## src/rtl/firing_control_pkg.sv

```systemverilog
// Shared definitions for the trigger/reload controller and the firing
// datapath: control codes, FSM state encoding and the state->code map.
package firing_control_pkg;

   localparam logic [2:0] CTRL_RELOAD = 3'b000;
   localparam logic [2:0] CTRL_HOLD   = 3'b001;
   localparam logic [2:0] CTRL_SHOT   = 3'b011;

   typedef enum logic [1:0] {
      ST_IDLE     = 2'd0,
      ST_SHOT     = 2'd1,
      ST_COOLDOWN = 2'd2,
      ST_RELOAD   = 2'd3
   } state_t;

   function automatic logic [2:0] ctrl_of(input state_t s);
      unique case (s)
         ST_SHOT:   ctrl_of = CTRL_SHOT;
         ST_RELOAD: ctrl_of = CTRL_RELOAD;
         default:   ctrl_of = CTRL_HOLD;
      endcase
   endfunction

endpackage

```

## src/rtl/btn_conditioner.sv

```systemverilog
// Raw button conditioner: 2-FF synchronizer, debounce, rising-edge pulse.
// Ports: clk, reset (sync, active-high), btn (raw async), rise (1-cycle).
module btn_conditioner #(
   parameter int DEBOUNCE_CYC = 250_000
) (
   input  logic clk,
   input  logic reset,
   input  logic btn,
   output logic rise
);

   localparam int DW = $clog2(DEBOUNCE_CYC + 1);
   localparam logic [DW-1:0] DB_LAST = DW'(DEBOUNCE_CYC - 1);

   logic          sync1;
   logic          sync2;
   logic          level;
   logic [DW-1:0] cnt;
   logic          settle;

   // synced input has disagreed with the level long enough to flip it
   assign settle = (sync2 != level) && (cnt == DB_LAST);

   always_ff @(posedge clk) begin
      if (reset) begin
         sync1 <= 1'b0;
         sync2 <= 1'b0;
         level <= 1'b0;
         cnt   <= '0;
         rise  <= 1'b0;
      end else begin
         sync1 <= btn;
         sync2 <= sync1;
         rise  <= settle & sync2;
         if (sync2 == level) begin
            cnt <= '0;
         end else if (settle) begin
            level <= sync2;
            cnt   <= '0;
         end else begin
            cnt <= cnt + DW'(1);
         end
      end
   end

endmodule

```

## src/rtl/firing_control.sv

```systemverilog
// Trigger/reload FSM driving the datapath control code plus HUD pulses.
// Ports: clk, reset, fire_btn, reload_btn, round_active, remaining_shots
//        -> control, shot_fired, dry_fire, reloading, reload_done.
module firing_control
   import firing_control_pkg::*;
#(
   parameter int DEBOUNCE_CYC = 250_000,
   parameter int COOLDOWN_CYC = 12_500_000,
   parameter int RELOAD_CYC   = 50_000_000
) (
   input  logic       clk,
   input  logic       reset,
   input  logic       fire_btn,
   input  logic       reload_btn,
   input  logic       round_active,
   input  logic [1:0] remaining_shots,
   output logic [2:0] control,
   output logic       shot_fired,
   output logic       dry_fire,
   output logic       reloading,
   output logic       reload_done
);

   localparam int CMAX = (COOLDOWN_CYC > RELOAD_CYC) ?
                         COOLDOWN_CYC : RELOAD_CYC;
   localparam int CW = $clog2(CMAX);
   localparam logic [CW-1:0] CD_LAST = CW'(COOLDOWN_CYC - 1);
   localparam logic [CW-1:0] RL_LAST = CW'(RELOAD_CYC - 1);

   logic          fire_edge;
   logic          reload_edge;
   state_t        state;
   state_t        state_n;
   logic [CW-1:0] cnt;
   logic [CW-1:0] cnt_n;
   logic          dry_n;
   logic          done_n;
   logic          fire_ok;
   logic          rel_ok;

   btn_conditioner #(.DEBOUNCE_CYC(DEBOUNCE_CYC)) u_fire (
      .clk   (clk),
      .reset (reset),
      .btn   (fire_btn),
      .rise  (fire_edge)
   );

   btn_conditioner #(.DEBOUNCE_CYC(DEBOUNCE_CYC)) u_reload (
      .clk   (clk),
      .reset (reset),
      .btn   (reload_btn),
      .rise  (reload_edge)
   );

   always_comb begin
      state_n = state;
      cnt_n   = '0;
      dry_n   = 1'b0;
      done_n  = 1'b0;
      fire_ok = fire_edge & (remaining_shots != 2'd0);
      rel_ok  = reload_edge & (remaining_shots != 2'd3);
      unique case (state)
         ST_IDLE: begin
            // fire beats reload unless the magazine is empty
            if (fire_ok)        state_n = ST_SHOT;
            else if (rel_ok)    state_n = ST_RELOAD;
            else if (fire_edge) dry_n   = 1'b1;
         end
         ST_SHOT: state_n = ST_COOLDOWN;
         ST_COOLDOWN: begin
            if (cnt == CD_LAST) state_n = ST_IDLE;
            else                cnt_n   = cnt + CW'(1);
         end
         ST_RELOAD: begin
            if (cnt == RL_LAST) begin
               state_n = ST_IDLE;
               done_n  = 1'b1;
            end else begin
               cnt_n = cnt + CW'(1);
            end
         end
         default: state_n = ST_IDLE;
      endcase
      if (!round_active) begin
         state_n = ST_IDLE;
         cnt_n   = '0;
         dry_n   = 1'b0;
         done_n  = 1'b0;
      end
   end

   always_ff @(posedge clk) begin
      if (reset) begin
         state       <= ST_IDLE;
         cnt         <= '0;
         control     <= CTRL_HOLD;
         shot_fired  <= 1'b0;
         dry_fire    <= 1'b0;
         reloading   <= 1'b0;
         reload_done <= 1'b0;
      end else begin
         state       <= state_n;
         cnt         <= cnt_n;
         control     <= ctrl_of(state_n);
         shot_fired  <= (state_n == ST_SHOT);
         dry_fire    <= dry_n;
         reloading   <= (state_n == ST_RELOAD);
         reload_done <= done_n;
      end
   end

endmodule

```

## config.mk

```make
export PLATFORM = sky130hd
export DESIGN_NAME = firing_control
export DESIGN_NICKNAME = d
export VERILOG_FILES = /design/src/rtl/firing_control_pkg.sv /design/src/rtl/btn_conditioner.sv /design/src/rtl/firing_control.sv
export SDC_FILE = /design/constraint.sdc
export NUM_CORES = 1
export LEC_CHECK = 0
export ABC_CLOCK_PERIOD_IN_PS = 2500
export BUFFER_PORTS_ARGS = -buffer_cell sky130_fd_sc_hd__buf_2
export CORE_MARGIN = 5
export CORE_UTILIZATION = 55
export DETAILED_ROUTE_END_ITERATION = 8
export HOLD_SLACK_MARGIN = 0.02
export PLACE_DENSITY = 0.84
export SLEW_MARGIN = 20
export SYNTH_ARGS = -nofsm -noshare
export SYNTH_HDL_FRONTEND = slang
export SYNTH_HIERARCHICAL = 1
export SYNTH_SLANG_ARGS = --single-unit
```

## constraint.sdc

```tcl
create_clock -name clk -period 2.5 [get_ports clk]
set_input_delay 0.5 -clock clk [delete_from_list [all_inputs] [get_ports clk]]
set_output_delay 0.5 -clock clk [all_outputs]
set_load 0.005 [all_outputs]
```

## Yosys cells after proc, flatten, opt, wreduce, memory -nomap -nowiden

Cells that the tools add are included.
W data, S select, Z words.

| word-level totals | value |
|---|---|
| bits in registers | 79 |
| bits in latches | 0 |
| RAM bits | 0 |
| memory bits (read-only) | 0 |
| input bits | 7 |
| output and inout bits | 7 |
| logic and storage cells | 66 |
| memories | 0 |

| cells by class | value |
|---|---|
| add/sub/neg operators | 3 |
| multiply operators | 0 |
| divide/modulo/power cells | 0 |
| magnitude comparators | 0 |
| equal/unequal tests | 14 |
| shift-type cells | 0 |
| multiplexer cells | 12 |
| bitwise gates (word level) | 9 |
| reductions and logical operators | 11 |

Operator list:

| kind | count |
|---|---|
| $mux W26 | 2 |
| $pmux W26 S2 | 1 |
| $add A18 B1 Y18 const B | 2 |
| $eq A18 B18 Y1 const B | 2 |
| $add A26 B1 Y26 const B | 1 |
| $eq A26 B24 Y1 const B | 1 |
| $eq A26 B26 Y1 const B | 1 |
| $mux W2 | 5 |
| $reduce_or A3 Y1 | 3 |
| $pmux W2 S4 | 1 |
| $eq A2 B2 Y1 const B | 3 |
| $not A1 Y1 | 5 |
| $reduce_or A5 Y1 | 1 |
| $and A1 B1 Y1 | 4 |
| $eq A2 B1 Y1 const B | 2 |
| $pmux W2 S2 | 1 |
| $reduce_and A2 Y1 | 2 |
| $eq A1 B1 Y1 | 2 |
| $logic_and A1 B1 Y1 | 2 |
| $logic_not A2 Y1 | 1 |
| $mux W1 | 2 |
| $ne A1 B1 Y1 | 2 |
| $ne A2 B2 Y1 const B | 1 |
| $reduce_bool A2 Y1 | 1 |
| $reduce_or A2 Y1 | 1 |

## Depth between registers and ports, before layout

| logic depth | value |
|---|---|
| depth in word-level cells | 8 |
| gate-level depth with buffers | 7 |
| mapped depth without buffers | 6 |

## By module

Netlist, hierarchy kept.

By module, submodules not included:

| module | times used | cells each | area each (um2) | sequential area each (um2) |
|---|---|---|---|---|
| btn_conditioner | 2 | 109 | 975.9 | 440.4 |
| firing_control | 1 | 169 | 1546.5 | 660.6 |

## Worst setup path after synthesis

Ideal clock, no wire load.

| timing path | value |
|---|---|
| path kind | register to register |
| from | register u_fire.cnt[13] |
| to | register u_fire.cnt[13] |
| library setup time | 0.115 ns |
| arrival time | 1.749 ns |
| required time | 2.385 ns |
| setup slack | 0.636 ns |
| stages on the path, launching flop included | 6 |
| buffers on the path | 1 |
| period minus slack after synthesis | 1.864 ns |
| cell sequence | dfxtp_1 > or4b_1 > or4_4 > o21ai_4 > buf_6 > nor2_1 |

| on the way | value |
|---|---|
| longest elaborated chain between the ends | 3 |
| elaborated cells on any way between the ends | 4 |
| those cells by class | add/sub: 1; eq/ne: 1; reduce/logical: 2 |

Ends and longest elaborated chain:

| item | RTL line | text |
|---|---|---|
| start: declaration | btn_conditioner.sv:18 | `logic [DW-1:0] cnt;` |
| start signal: assignment | btn_conditioner.sv:41 | `cnt <= cnt + DW'(1);` |
| branches (longest 3 deep; another with $add A18 B1 Y18) | - |  |

Parallel ways; which one is timed is not known.
A chain may end at the register's enable or synchronous reset.

## Final worst setup path

| timing path | value |
|---|---|
| from | register u_reload.cnt[11] |
| to | register u_reload.cnt[3] |

| on the way | value |
|---|---|
| longest elaborated chain between the ends | 3 |

Ends and longest elaborated chain:

| item | RTL line | text |
|---|---|---|
| start: declaration | btn_conditioner.sv:18 |  |
| start signal: assignment | btn_conditioner.sv:41 |  |
| $eq A18 B18 Y1 | btn_conditioner.sv:22 | `assign settle = (sync2 != level) && (cnt == DB_LAST);` |
| $logic_and A1 B1 Y1 | btn_conditioner.sv:22 |  |
| $reduce_or A3 Y1 (no line) | - |  |

No other way between the ends.

==> metrics.txt <==
# TYPE chip_impl_metric gauge
chip_impl_metric{name="syn-cell-area",unit="um^2"} 3500
chip_impl_metric{name="globalRouteOverflowTotal",unit=""} 0
chip_impl_metric{name="netSwitchingPower",unit="mW"} 0.486
chip_impl_metric{name="power.density_cell_area",unit="nW/um^2"} 579
chip_impl_metric{name="post_cts_resized",unit=""} 0
chip_impl_metric{name="postSynthCellCount",unit=""} 387
chip_impl_metric{name="coreArea",unit="um^2"} 6280
chip_impl_metric{name="detailed_placement_hpwl",unit="um"} 4430
chip_impl_info{name="status",value="complete, no violations"} 1
chip_impl_metric{name="synth_cell_type_count",unit=""} 44
chip_impl_metric{name="use_met2",unit=""} 0.275
chip_impl_metric{name="cp_slowest_stage_delay",unit="ns"} 0.55
chip_impl_metric{name="first_pass_iters",unit=""} 4
chip_impl_info{name="timing.hold.worst.class",value="input pin to flip-flop"} 1
chip_impl_metric{name="overall_global_routing_resource_usage",unit=""} 0.164
chip_impl_info{name="critPathSlowestCell",value="or4b_1"} 1
chip_impl_metric{name="maximum_number_of_pins_on_one_net_before_global_route_repair",unit=""} 27
chip_impl_metric{name="cts.reportedPaths.clkPinSlew",unit="ns"} 0.09
chip_impl_metric{name="routedWlPerCell",unit="um"} 12.8
chip_impl_metric{name="max_capacitance_violation_count",unit=""} 0
chip_impl_metric{name="die-width",unit="um"} 89.8
chip_impl_metric{name="detail-route-antenna-nets",unit=""} 0
chip_impl_metric{name="route.detailed.drc",unit=""} 0
chip_impl_info{name="post_synth_most_frequent_cells",value="77 x dfxtp_1, 67 x nor2_1, 38 x xnor2_1"} 1
chip_impl_metric{name="antenna_cells_inserted",unit=""} 0
chip_impl_metric{name="synth_seq_cells",unit=""} 77
chip_impl_metric{name="synth-warning-count",unit=""} 6
chip_impl_metric{name="viasPerCell",unit=""} 5.54
chip_impl_metric{name="place_inst",unit=""} 471
chip_impl_metric{name="area.growth.synth_to_final",unit="%"} 8.05
chip_impl_metric{name="worstPathRequired",unit="ns"} 2.72
chip_impl_info{name="yosys.cell_count.top_type",value="dfxtp_1"} 1
chip_impl_metric{name="fillers",unit=""} 543
chip_impl_info{name="critPathCaptureType",value="flip-flop"} 1
chip_impl_metric{name="antenna_found_initial",unit=""} 0
chip_impl_info{name="synth_area_leaders",value="dfxtp_1 44%, xnor2_1 9.5%, nor2_1 7.2%, xor2_1 4.0%, nor4_1 3.6%"} 1
chip_impl_metric{name="fin_nets",unit=""} 415
chip_impl_metric{name="yosys.area.top_type_share",unit=""} 0.441
chip_impl_metric{name="netSwitchingFraction",unit=""} 0.222
chip_impl_metric{name="vdd_drop_max",unit="mV"} 0.413
chip_impl_metric{name="timing_max_transition_violations_final",unit=""} 0
chip_impl_info{name="yosysTopAreaCell",value="dfxtp_1"} 1
chip_impl_metric{name="finalSetupTns",unit="ns"} 0
chip_impl_info{name="yosys_most_used_dff",value="dfxtp_1"} 1
chip_impl_metric{name="routabilityCongestion",unit=""} 0.810
chip_impl_metric{name="die_area",unit="um^2"} 8060
chip_impl_info{name="crit_chain",value="or4b_1 > or4_4 > o21ai_4 > nor2_1"} 1
chip_impl_metric{name="final_cell_count_no_fill",unit=""} 487
chip_impl_metric{name="power_frac_seq",unit=""} 0.562
chip_impl_metric{name="critical_path_peak_fanout",unit=""} 17
chip_impl_metric{name="worst_ep_arrival_time",unit="ns"} 2.30
chip_impl_metric{name="synth.avg_cell_area",unit="um^2"} 9.04
chip_impl_metric{name="detail_route.iter0.violations",unit=""} 135
chip_impl_metric{name="numPortBuffers",unit=""} 12
chip_impl_metric{name="final_min_period_over_clock_period",unit=""} 0.835
chip_impl_metric{name="drt-total-wl",unit="um"} 6230
chip_impl_metric{name="static-leakage-power",unit="nW"} 1.11
chip_impl_metric{name="cell_internal_pwr",unit="mW"} 1.70
chip_impl_metric{name="max_freq",unit="GHz"} 0.479
chip_impl_info{name="cts_tree",value="built"} 1
chip_impl_metric{name="io-pin-count",unit=""} 14
chip_impl_metric{name="finalWorstPathRequiredPeriod",unit="ns"} 2.09
chip_impl_metric{name="hold_buffers",unit=""} 0
chip_impl_info{name="crit_path_start_kind",value="flip-flop"} 1
chip_impl_metric{name="deepest_clock_path_buffer_count",unit=""} 2
chip_impl_metric{name="cts_max_level",unit=""} 3
chip_impl_info{name="ctsRootBufferMaster",value="clkbuf_8"} 1
chip_impl_metric{name="global_route.usage.met3",unit=""} 0.0367
chip_impl_metric{name="ys_async_sr_fraction",unit=""} 0
chip_impl_metric{name="mappedNetlistNets",unit=""} 397
chip_impl_metric{name="power.share.clock",unit=""} 0.426
chip_impl_info{name="worst-setup-path-type",value="flip-flop to flip-flop"} 1
chip_impl_metric{name="tritoncts_sinks",unit=""} 77
chip_impl_info{name="grt_busiest_layer",value="met2"} 1
chip_impl_metric{name="synth_seq_area_share",unit=""} 0.441
chip_impl_metric{name="final_hold_fails",unit=""} 0
chip_impl_metric{name="clk_latency",unit="ns"} 0.35
chip_impl_metric{name="initial_utilization",unit=""} 0.557
chip_impl_metric{name="setup_viol",unit=""} 0
chip_impl_metric{name="skew",unit="ns"} 0.00994
chip_impl_metric{name="share_comb_of_total_power",unit=""} 0.012
chip_impl_metric{name="synth_edf_count",unit=""} 0
chip_impl_metric{name="via_count_of_the_first_global_routing_pass",unit=""} 2631
chip_impl_metric{name="cts_buffers",unit=""} 9
chip_impl_metric{name="use_met1",unit=""} 0.196
chip_impl_metric{name="detailroute.via_count",unit=""} 2700
chip_impl_metric{name="num_rows",unit=""} 29
chip_impl_metric{name="grt_first_pass_wirelength",unit="um"} 11200
chip_impl_metric{name="cts_setup_buffers",unit=""} 0
chip_impl_metric{name="drive_gt1_frac",unit=""} 0.115
chip_impl_metric{name="die_h",unit="um"} 89.8
chip_impl_info{name="grt_setup_unrepaired",value="no"} 1
registers in the layout, indices dropped and copies added, names as in the netlist, 2 cells and up:
| name | cells |
|---|---|
| cnt | 26 |
| state | 2 |
| u_fire/cnt | 18 |
| u_reload/cnt | 18 |
metrics by stage:
stage	setup slack (ns)	hold slack (ns)	area (um^2)	total power [mW]	utilization
3_5_place_dp	0.467	0.422	3580	1.29	0.570
4_1_cts	0.408	0.350	3780	2.21	0.602
2_1_floorplan	0.636	0.414	3500	1.28	-
5_1_grt	0.299	0.390	3780	2.28	0.602
6_report	0.414	0.360	3780	2.19	0.602
3_3_place_gp	0.503	0.420	3580	1.28	0.570
cells in the final DEF, fill, tap and decap left out, types with 4 or more instances in the layout:
cell type	synthesis	routed
nor2_1	67	67
o21ai_0	5	5
dfxtp_1	77	77
nand2_1	18	18
buf_2	0	12
nand3_1	20	20
inv_1	13	13
and3_1	5	5
a31o_2	4	4
nor3_1	16	16
nor2b_1	8	8
xnor2_1	38	38
a21oi_1	5	5
xor2_1	16	16
or4_1	4	4
nand2b_1	6	6
nand4_1	16	16
clkbuf_8	0	9
or4b_1	6	6
and2_1	4	4
nor4_1	20	20
layout make-up:
| cell class | count | area, um^2 | area share |
|---|---|---|---|
| Multi-Input combinational cell | 290 | 1820 | 0.481 |
| Sequential cell | 77 | 1540 | 0.408 |
| Clock buffer | 9 | 124 | 0.0328 |
| Tap cell | 77 | 96.3 | 0.0255 |
| Clock inverter | 7 | 75.1 | 0.0199 |
| Timing Repair Buffer | 14 | 75.1 | 0.0199 |
| Inverter | 13 | 48.8 | 0.0129 |
per-layer routing:
| layer | part of all wire | vias up |
|---|---|---|
| met2 | 0.48 | 47 |
| met5 | 0 | - |
| met4 | 0.020 | 0 |
| met1 | 0.46 | 1256 |
| met3 | 0.041 | 9 |
| li1 | - | 1388 |
kinds of logic after synthesis:
logic type / Yosys count / synth area share
adder cells (fa/ha/maj): 3 / 0.0107
other: 1 / 0.00107
flip-flops: 77 / 0.441
AND/OR/NAND/NOR: 210 / 0.327
AO/OA/AOI/OAI: 22 / 0.0465
XOR/XNOR: 54 / 0.135
buffers and inverters: 20 / 0.0393
worst max-delay path, delay by kind of cell, from the launching register on:
kind               cells  cell delay (ns)
and+or+nand+nor        3             1.19
DFF                    1             0.36
AOI/OAI and AO/OA      1             0.40
power by group through the flow:
stage	sequential [mW]	combinational (mW)	clock, mW
floorplan	1.26	0.0172	0
global placement	1.26	0.0245	0
detailed placement	1.26	0.0256	0
CTS	1.23	0.0256	0.958
global route	1.23	0.0290	1.02
finish	1.23	0.0256	0.933
path summary, 6_finish.rpt:
check	from	endpoint	slack [ns]	depth (start not counted)
max	u_reload/cnt[11]	u_reload/cnt[3]	0.41	4
min	reload_btn	u_reload/sync1	0.36	2
max reg2reg	u_reload/cnt[11]	u_reload/cnt[3]	0.41	4
min reg2reg	u_reload/sync1	u_reload/sync2	0.44	1
Power figures use the tool's default switching activity.
